<file path="config.mk">
export PLATFORM = sky130hd
export DESIGN_NAME = cordic_phase_front
export DESIGN_NICKNAME = d
export VERILOG_FILES = /design/src/rtl/cordic_pkg.sv /design/src/rtl/cordic_tag_delay.sv /design/src/rtl/cordic_phase_front.sv
export SDC_FILE = /design/constraint.sdc
export NUM_CORES = 1
export LEC_CHECK = 0
export CORE_MARGIN = 8
export CORE_UTILIZATION = 55
export CTS_BUF_LIST = sky130_fd_sc_hd__clkbuf_2 sky130_fd_sc_hd__clkbuf_4 sky130_fd_sc_hd__clkbuf_8
export DETAILED_ROUTE_END_ITERATION = 6
export PLACE_DENSITY = 0.82
export SETUP_SLACK_MARGIN = 0.1
export SKIP_CTS_REPAIR_TIMING = 1
export SLEW_MARGIN = 20
export SYNTH_ARGS = -nofsm -noshare
export SYNTH_HDL_FRONTEND = slang
export SYNTH_SLANG_ARGS = --single-unit
</file>
<file path="constraint.sdc">
create_clock -name clk -period 9.5 [get_ports clk]
set_input_delay 1.425 -clock clk [delete_from_list [all_inputs] [get_ports clk]]
set_output_delay 1.425 -clock clk [all_outputs]
set_load 0.03 [all_outputs]
</file>
<file path="src/rtl/cordic_pkg.sv">
// Shared definitions for the cordic front end and the downstream quadrant fixer.
// Holds the angle format (signed Q1.30 in 32 bits), the pi/2 scale constant,
// the quadrant tag type and the default cordic core latency.
package cordic_pkg;

  // Angle words are signed Q1.30: 1 sign bit, 1 integer bit, 30 fraction bits.
  localparam int ANGLE_W    = 32;
  localparam int ANGLE_FRAC = 30;

  // pi/2 in signed Q1.30.
  localparam logic [31:0] PI_2 = 32'h6487ED51;

  // Clock cycles from the cordic angle input to its sin/cos output.
  localparam int CORDIC_LAT_DEFAULT = 32;

  // Quadrant of the full-turn phase; selects the sign/swap applied to the
  // first-quadrant sin/cos produced by the core.
  typedef enum logic [1:0] {
    QUAD_0   = 2'd0,  // sin = s,  cos = c
    QUAD_90  = 2'd1,  // sin = c,  cos = -s
    QUAD_180 = 2'd2,  // sin = -s, cos = -c
    QUAD_270 = 2'd3   // sin = -c, cos = s
  } quad_t;

endpackage

</file>
<file path="src/rtl/cordic_tag_delay.sv">
// Fixed-depth shift register for a {valid, data} tag that must stay aligned
// with a free-running pipeline. Advances every clock; a synchronous clear
// drops every valid bit in flight while leaving the data bits untouched.
//
// Ports:
//   clk       rising-edge clock
//   rst_n     asynchronous active-low reset (clears valid and data)
//   clr       synchronous clear of all valid bits
//   in_valid  valid bit entering the line
//   in_data   WIDTH-bit tag entering the line
//   out_valid in_valid delayed by DEPTH cycles
//   out_data  in_data delayed by DEPTH cycles
module cordic_tag_delay #(
  parameter int WIDTH = 2,
  parameter int DEPTH = 32
) (
  input  logic             clk,
  input  logic             rst_n,
  input  logic             clr,
  input  logic             in_valid,
  input  logic [WIDTH-1:0] in_data,
  output logic             out_valid,
  output logic [WIDTH-1:0] out_data
);

  logic [DEPTH-1:0] valid_sr;
  logic [WIDTH-1:0] data_sr [DEPTH];

  // Valid and data shift together each cycle. The valid chain is written
  // element by element so a depth of one needs no special case.
  always_ff @(posedge clk or negedge rst_n) begin
    if (!rst_n) begin
      valid_sr <= '0;
      for (int i = 0; i < DEPTH; i++) begin
        data_sr[i] <= '0;
      end
    end else begin
      valid_sr[0] <= in_valid & ~clr;
      data_sr[0]  <= in_data;
      for (int i = 1; i < DEPTH; i++) begin
        valid_sr[i] <= valid_sr[i-1] & ~clr;
        data_sr[i]  <= data_sr[i-1];
      end
    end
  end

  assign out_valid = valid_sr[DEPTH-1];
  assign out_data  = data_sr[DEPTH-1];

endmodule

</file>
<file path="src/rtl/cordic_phase_front.sv">
// Phase front end for the cordic sin/cos core. A 32-bit NCO accumulator
// (full scale = one turn) is offset, split into a 2-bit quadrant and a 30-bit
// residue, and the residue is scaled to a first-quadrant angle in Q1.30.
// The quadrant tag is delayed by the core latency so it meets the core output.
//
// Ports:
//   clk          rising-edge clock
//   rst_n        asynchronous active-low reset
//   en           emit one sample this cycle and advance the phase
//   clr          synchronous clear of phase and all valid flags (beats en)
//   freq         phase increment per enabled cycle
//   phase_off    offset added to the phase before splitting
//   angle        Q1.30 angle to the cordic core, 0..PI_2
//   angle_valid  angle holds a new sample
//   quad         quadrant tag aligned with the cordic output
//   quad_valid   angle_valid delayed by CORDIC_LAT cycles
module cordic_phase_front #(
  parameter int          CORDIC_LAT = cordic_pkg::CORDIC_LAT_DEFAULT,
  parameter logic [31:0] PI_2       = cordic_pkg::PI_2
) (
  input  logic        clk,
  input  logic        rst_n,
  input  logic        en,
  input  logic        clr,
  input  logic [31:0] freq,
  input  logic [31:0] phase_off,
  output logic [31:0] angle,
  output logic        angle_valid,
  output logic [1:0]  quad,
  output logic        quad_valid
);

  import cordic_pkg::*;

  // Adding half an output LSB before the shift gives round-half-up.
  localparam logic [61:0] ROUND_HALF = 62'd1 << (ANGLE_FRAC - 1);

  logic [31:0] phase;
  logic [31:0] p1;
  logic        v1;
  quad_t       q2;
  logic [61:0] prod;
  logic        v2;
  quad_t       quad3;
  logic [31:0] angle_next;
  logic        take;

  assign take = en & ~clr;

  // Accumulator: the sample taken this cycle sees the pre-increment phase.
  always_ff @(posedge clk or negedge rst_n) begin
    if (!rst_n) begin
      phase <= '0;
    end else if (clr) begin
      phase <= '0;
    end else if (en) begin
      phase <= phase + freq;
    end
  end

  // Stage 1: apply the offset. Data only moves when a sample is taken so
  // later stages can hold their last value while idle.
  always_ff @(posedge clk or negedge rst_n) begin
    if (!rst_n) begin
      p1 <= '0;
      v1 <= 1'b0;
    end else begin
      v1 <= take;
      if (take) begin
        p1 <= phase + phase_off;
      end
    end
  end

  // Stage 2: split off the quadrant and scale the residue by pi/2. The
  // residue is a fraction of a quarter turn in units of 2^-30.
  always_ff @(posedge clk or negedge rst_n) begin
    if (!rst_n) begin
      q2   <= QUAD_0;
      prod <= '0;
      v2   <= 1'b0;
    end else begin
      v2 <= v1 & ~clr;
      if (v1) begin
        q2   <= quad_t'(p1[31:30]);
        prod <= 62'(p1[29:0]) * 62'(PI_2);
      end
    end
  end

  // The product is below 2^61, so the rounded, shifted result always fits
  // in 31 bits and the Q1.30 sign bit stays clear.
  assign angle_next = 32'((prod + ROUND_HALF) >> ANGLE_FRAC);

  // Stage 3: output register for the cordic angle input.
  always_ff @(posedge clk or negedge rst_n) begin
    if (!rst_n) begin
      angle       <= '0;
      quad3       <= QUAD_0;
      angle_valid <= 1'b0;
    end else begin
      angle_valid <= v2 & ~clr;
      if (v2) begin
        angle <= angle_next;
        quad3 <= q2;
      end
    end
  end

  // Quadrant tag rides alongside the free-running core pipeline.
  cordic_tag_delay #(
    .WIDTH (2),
    .DEPTH (CORDIC_LAT)
  ) u_tag_delay (
    .clk       (clk),
    .rst_n     (rst_n),
    .clr       (clr),
    .in_valid  (angle_valid),
    .in_data   (quad3),
    .out_valid (quad_valid),
    .out_data  (quad)
  );

endmodule

</file>
### After elaboration in Yosys (flattened, before gate mapping)

Index checks and enable logic that the tools add are counted.

* register bits after elaboration: 260
* bits in latches: 0
* bits in writable memories: 0
* ROM bits: 0
* input port bits: 68
* output and inout bits: 36
* logic and storage cells: 85
* memories: 0

* add/sub/neg operators: 3
* multiply operators: 1
* div/mod/pow operators: 0
* order comparisons: 0
* equality and inequality tests: 0
* shifts and indexed selects: 0
* muxes and demuxes: 2
* bitwise gates (word level): 36
* reductions and logical operators: 1

Operator list (count)
* $add A32 B32 Y32: 2
* $mux W32: 2
* $add A61 B30 Y62 const B: 1
* $mul A30 B31 Y61 const B: 1
* $and A1 B1 Y1: 35
* $reduce_bool A2 Y1: 1
* $not A1 Y1: 1

### Depth between registers and ports, before layout

* word-level depth: 3
* depth in mapped cells: 28

### Modules after synthesis

Synthesis repeated with hierarchy kept, for this count alone.

* cell total of the unflattened synthesis: 2429
* area, all modules: 25542.0 sq um

Modules (own cells, without submodules)
* cordic_phase_front: times used 1, cells each 2296, area an instance 22902.0 sq um, sequential area each 3378.2 sq um
* cordic_tag_delay: times used 1, cells each 133, area an instance 2640.0 sq um, sequential area each 2402.3 sq um

### Worst setup path before layout

OpenSTA, ideal clock, no wires.

* path type: register -> register
* from: register p1[4]
* to: register prod[48]
* data arrival time: 7.008 ns
* data required time: 9.375 ns
* setup slack: 2.367 ns
* stages on the path, launching flop included: 24
* buffers on the path: 0
* clock period less this slack: 7.133 ns
* cells stage by stage: dfrtp_1 -> inv_1 -> fa_1 -> inv_1 -> fa_1 -> fa_1 -> inv_1 -> fa_1 -> inv_1 -> fa_1 -> fa_1 -> fa_1 -> fa_1 -> ha_1 -> a211oi_2 -> o21ai_0 -> a2111oi_2 -> a211o_2 -> nand2_1 -> a21o_1 -> a221oi_2 -> o21ai_0 -> xor2_1 -> mux2_2

* word-level cells in the longest chain between the ends: 1

Ends and longest elaborated chain
* start, declared: RTL line cordic_phase_front.sv:39 `logic [31:0] p1;`
* start signal, assigned: RTL line cordic_phase_front.sv:70 `p1 <= phase + phase_off;`
* $mul A30 B31 Y61: RTL line cordic_phase_front.sv:86 `prod <= 62'(p1[29:0]) * 62'(PI_2);`
* end signal, assigned: RTL line cordic_phase_front.sv:86
* end, declared: RTL line cordic_phase_front.sv:42 `logic [61:0] prod;`

No other way between the ends.
A chain may end at the register's enable or synchronous reset.

### Worst setup path in the final report

Ends and elaborated chain as after synthesis.

==> impl_results.md <==
- Top Usage Layer GRT: met2
- CTS tree: built
- Critical path peak fanout: 6
- Post-DP HPWL: 51290 µm
- Post-synth EDFFs: 0
- Syn_nets: 3299
- Tot GR Track Use: 23.45%
- Cell depth of the worst setup path: 23
- Clk root buf: clkbuf_8
- Total I/O pin count: 104
- Clk_lat worst skew: 0.62 ns
- Maxcap violations: 0
- Global-route wire length before repair: 100200 µm
- Crit path capture type: register
- Initial drt markers: 992
- Num rows: 79
- Share of layout cells above drive strength 1: 5.178%
- Sequential fraction of the synthesis area: 22.45%
- Pre-antenna DRT Iters: 5
- Unique masters post-synth: 81
- Final setup violation count: 0
- CP max-delay cell: fa_1
- Worst clock skew: 0.04514 ns
- Cts bufs inserted: 39
- Delay-heaviest family, CP: adder cells
- Final Slew Violations: 0
- Clock Sinks: 231
- Initial antenna violation count: 1
- Number of global-route vias before repair: 18940
- WHS: 0.3352 ns
- Post-synth ARST share: 100.0%
- Worst setup SP type: register
- Cell type with the largest total area after synthesis: fa_1
- M3 GR Usage: 4.494%
- Synth top area cells: fa_1 26%, dfrtp_1 22%, ha_1 20%
- Crit path DAT: 8.20 ns
- Via count: 17580
- Tcrit/Tclk final: 81.48%
- Fin. Hold Viols: 0
- DRC viols: 0
- Worst r2r path cells: 23
- Slew headroom: 49.82%
- Core area: 0.04636 mm²
- HP Class: reg -> reg
- Fillers: 3866
- F_max: 0.1292 GHz
- Mean Syn Cell Area: 10.39 µm²
- Synth Flop Type: dfrtp_1
- Outcome: completed
- WP buf/inv: 4
- Hold path depth: 0
- Largest net degree at the start of global routing: 102
- Wirelength, routed: 61000 µm
- Post-route worst setup slack: 1.760 ns
- # nets final: 3404
- Core Util, Final: 60.86%
- Commonest non-fill, non-tap cells in the layout: 495 x inv_1, 418 x ha_1, 334 x fa_1
- DIE AREA: 0.05400 mm²
- Max incr delay on CP: 0.52 ns
- Area share of the largest cell type after synthesis: 25.97%
- Crit path required time: 9.96 ns
- Clk slew on worst S/H paths: 0.07 ns
- Crit path top cell by count: fa_1
- GRT Residual Overflow: 0
- Vias per cell: 5.469
- Drt wl/cell: 18.97 µm
- Ys Warns: 0
- IO buf count: 103
- M1 GR Usage: 32.41%
- Yosys reg bits: 231
- Syn Inst Count: 2479
- M2 GR Usage: 37.98%
- Setup TNS Final: 0 ns
- Clock Path Buffers: 3
- Final GP Congestion: 0.9650
- Worst path cell trace: inv_1 > fa_1 > inv_1 > fa_1 > fa_1 > inv_1 > fa_1 > inv_1 > fa_1 > fa_1 > fa_1 > fa_1 > ha_1 > a211oi_2 > o21ai_0 > a2111oi_2 > a211o_2 > nand2_1 > a21o_1 > a221oi_2 > o21ai_0 > xor2_1 > mux2_2
- Antenna viol nets, final: 0
- Worst Max-Slew Pin Slew: 0.7527 ns
- Syn-to-layout area delta: 9.558%
- Pre-CTS setup slack: 1.786 ns
- Kind of critical path: reg -> reg
- Most common cell after layout, fill and taps aside: inv_1
- Effective utilization at floorplan: 55.55%
- Die H: 232.4 µm
- H-tree levels: 2
- Die X: 232.4 µm
- RSZ-0062 raised after global routing: false
- Fin crit period: 7.740 ns
- Cell area after synthesis: 0.02575 mm²
==> metal layers <==
layer / up-vias / wire length [µm]
met1: 8722 / 28250
met5: - / 0
met3: 86 / 3420
li1: 8335 / -
met4: 0 / 1304
met2: 441 / 28030
==> final timing paths <==
check                                           to  slack (ns)               startpoint
setup / recovery                          prod[48]        1.76                    p1[4]
hold / removal             u_tag_delay.data_sr[29]        0.34  u_tag_delay.data_sr[31]
setup reg to reg                          prod[48]        1.76                    p1[4]
hold reg to reg            u_tag_delay.data_sr[29]        0.34  u_tag_delay.data_sr[31]
max in group asynchronous                       v2        7.37                    rst_n
min in group asynchronous  u_tag_delay.data_sr[10]        0.85                    rst_n
==> state kept, by name, indices dropped and copies added, names as in the netlist <==
register and cells:
angle_valid 1, quad3 2, q2 2, u_tag_delay.valid_sr 32, u_tag_delay.out_data 2, v2 1
p1 32, phase 32, prod 32, angle 32, v1 1, u_tag_delay.data_sr 62
==> cells by family after synthesis <==
| group | synth area share, % |
|---|---|
| buffers and inverters | 7.964 |
| xor gates and xnor gates | 3.843 |
| DFF | 22.45 |
| and+or+nand+nor | 7.347 |
| AOI/OAI and AO/OA | 9.820 |
| adders and majority gates | 46.28 |
| muxes | 2.303 |
==> worst reg2reg max path, stage by stage (launching register included) <==
cell and delay [ns]:
dfrtp_1 0.46, inv_1 0.23, fa_1 0.45, inv_1 0.20, fa_1 0.48, fa_1 0.51
inv_1 0.05, fa_1 0.49, inv_1 0.05, fa_1 0.51, fa_1 0.44, fa_1 0.52
fa_1 0.49, ha_1 0.37, a211oi_2 0.26, o21ai_0 0.16, a2111oi_2 0.51, a211o_2 0.27
nand2_1 0.06, a21o_1 0.23, a221oi_2 0.28, o21ai_0 0.13, xor2_1 0.15, mux2_2 0.26
==> cell usage after synthesis (all sizes together), types with 4 or more instances <==
| master | n |
|---|---|
| a211o | 6 |
| a211oi | 15 |
| a21o | 50 |
| a21oi | 133 |
| a31oi | 10 |
| and2 | 6 |
| and3 | 17 |
| buf | 11 |
| clkbuf | 37 |
| dfrtp | 231 |
| fa | 334 |
| ha | 418 |
| inv | 495 |
| mux2 | 34 |
| mux2i | 21 |
| nand2 | 113 |
| nand2b | 11 |
| nand3 | 26 |
| nand3b | 4 |
| nand4 | 28 |
| nor2 | 110 |
| nor2b | 47 |
| nor3 | 15 |
| nor3b | 4 |
| o211ai | 12 |
| o21a | 8 |
| o21ai | 84 |
| o21bai | 17 |
| o221ai | 4 |
| o22ai | 4 |
| o31ai | 7 |
| o41ai | 4 |
| or3 | 5 |
| xnor2 | 66 |
| xor2 | 47 |
==> metrics by stage <==
| stage | std cells | area [µm²] |
|---|---|---|
| 2_1_floorplan | 2479 | 25750 |
| 3_3_place_gp | 3150 | 27420 |
| 3_5_place_dp | 3150 | 27420 |
| 4_1_cts | 3214 | 28210 |
| 5_1_grt | 3215 | 28210 |
| 6_report | 3215 | 28210 |
==> area by class of cell <==
cell class / count / area [µm²] / share of cell area, %
Tap cell: 607 / 759.5 / 2.692
Multi-Input combinational cell: 1705 / 17920 / 63.53
Antenna cell: 1 / 2.502 / 0.008870
Clock inverter: 4 / 28.78 / 0.1020
Timing Repair Buffer: 112 / 1102 / 3.907
Inverter: 495 / 1858 / 6.586
Sequential cell: 231 / 5782 / 20.49
Clock buffer: 60 / 757.0 / 2.683
Power is left out: the tool's default activity adds up to more than one toggle a clock period on the data nets, which glitch-free logic cannot reach.
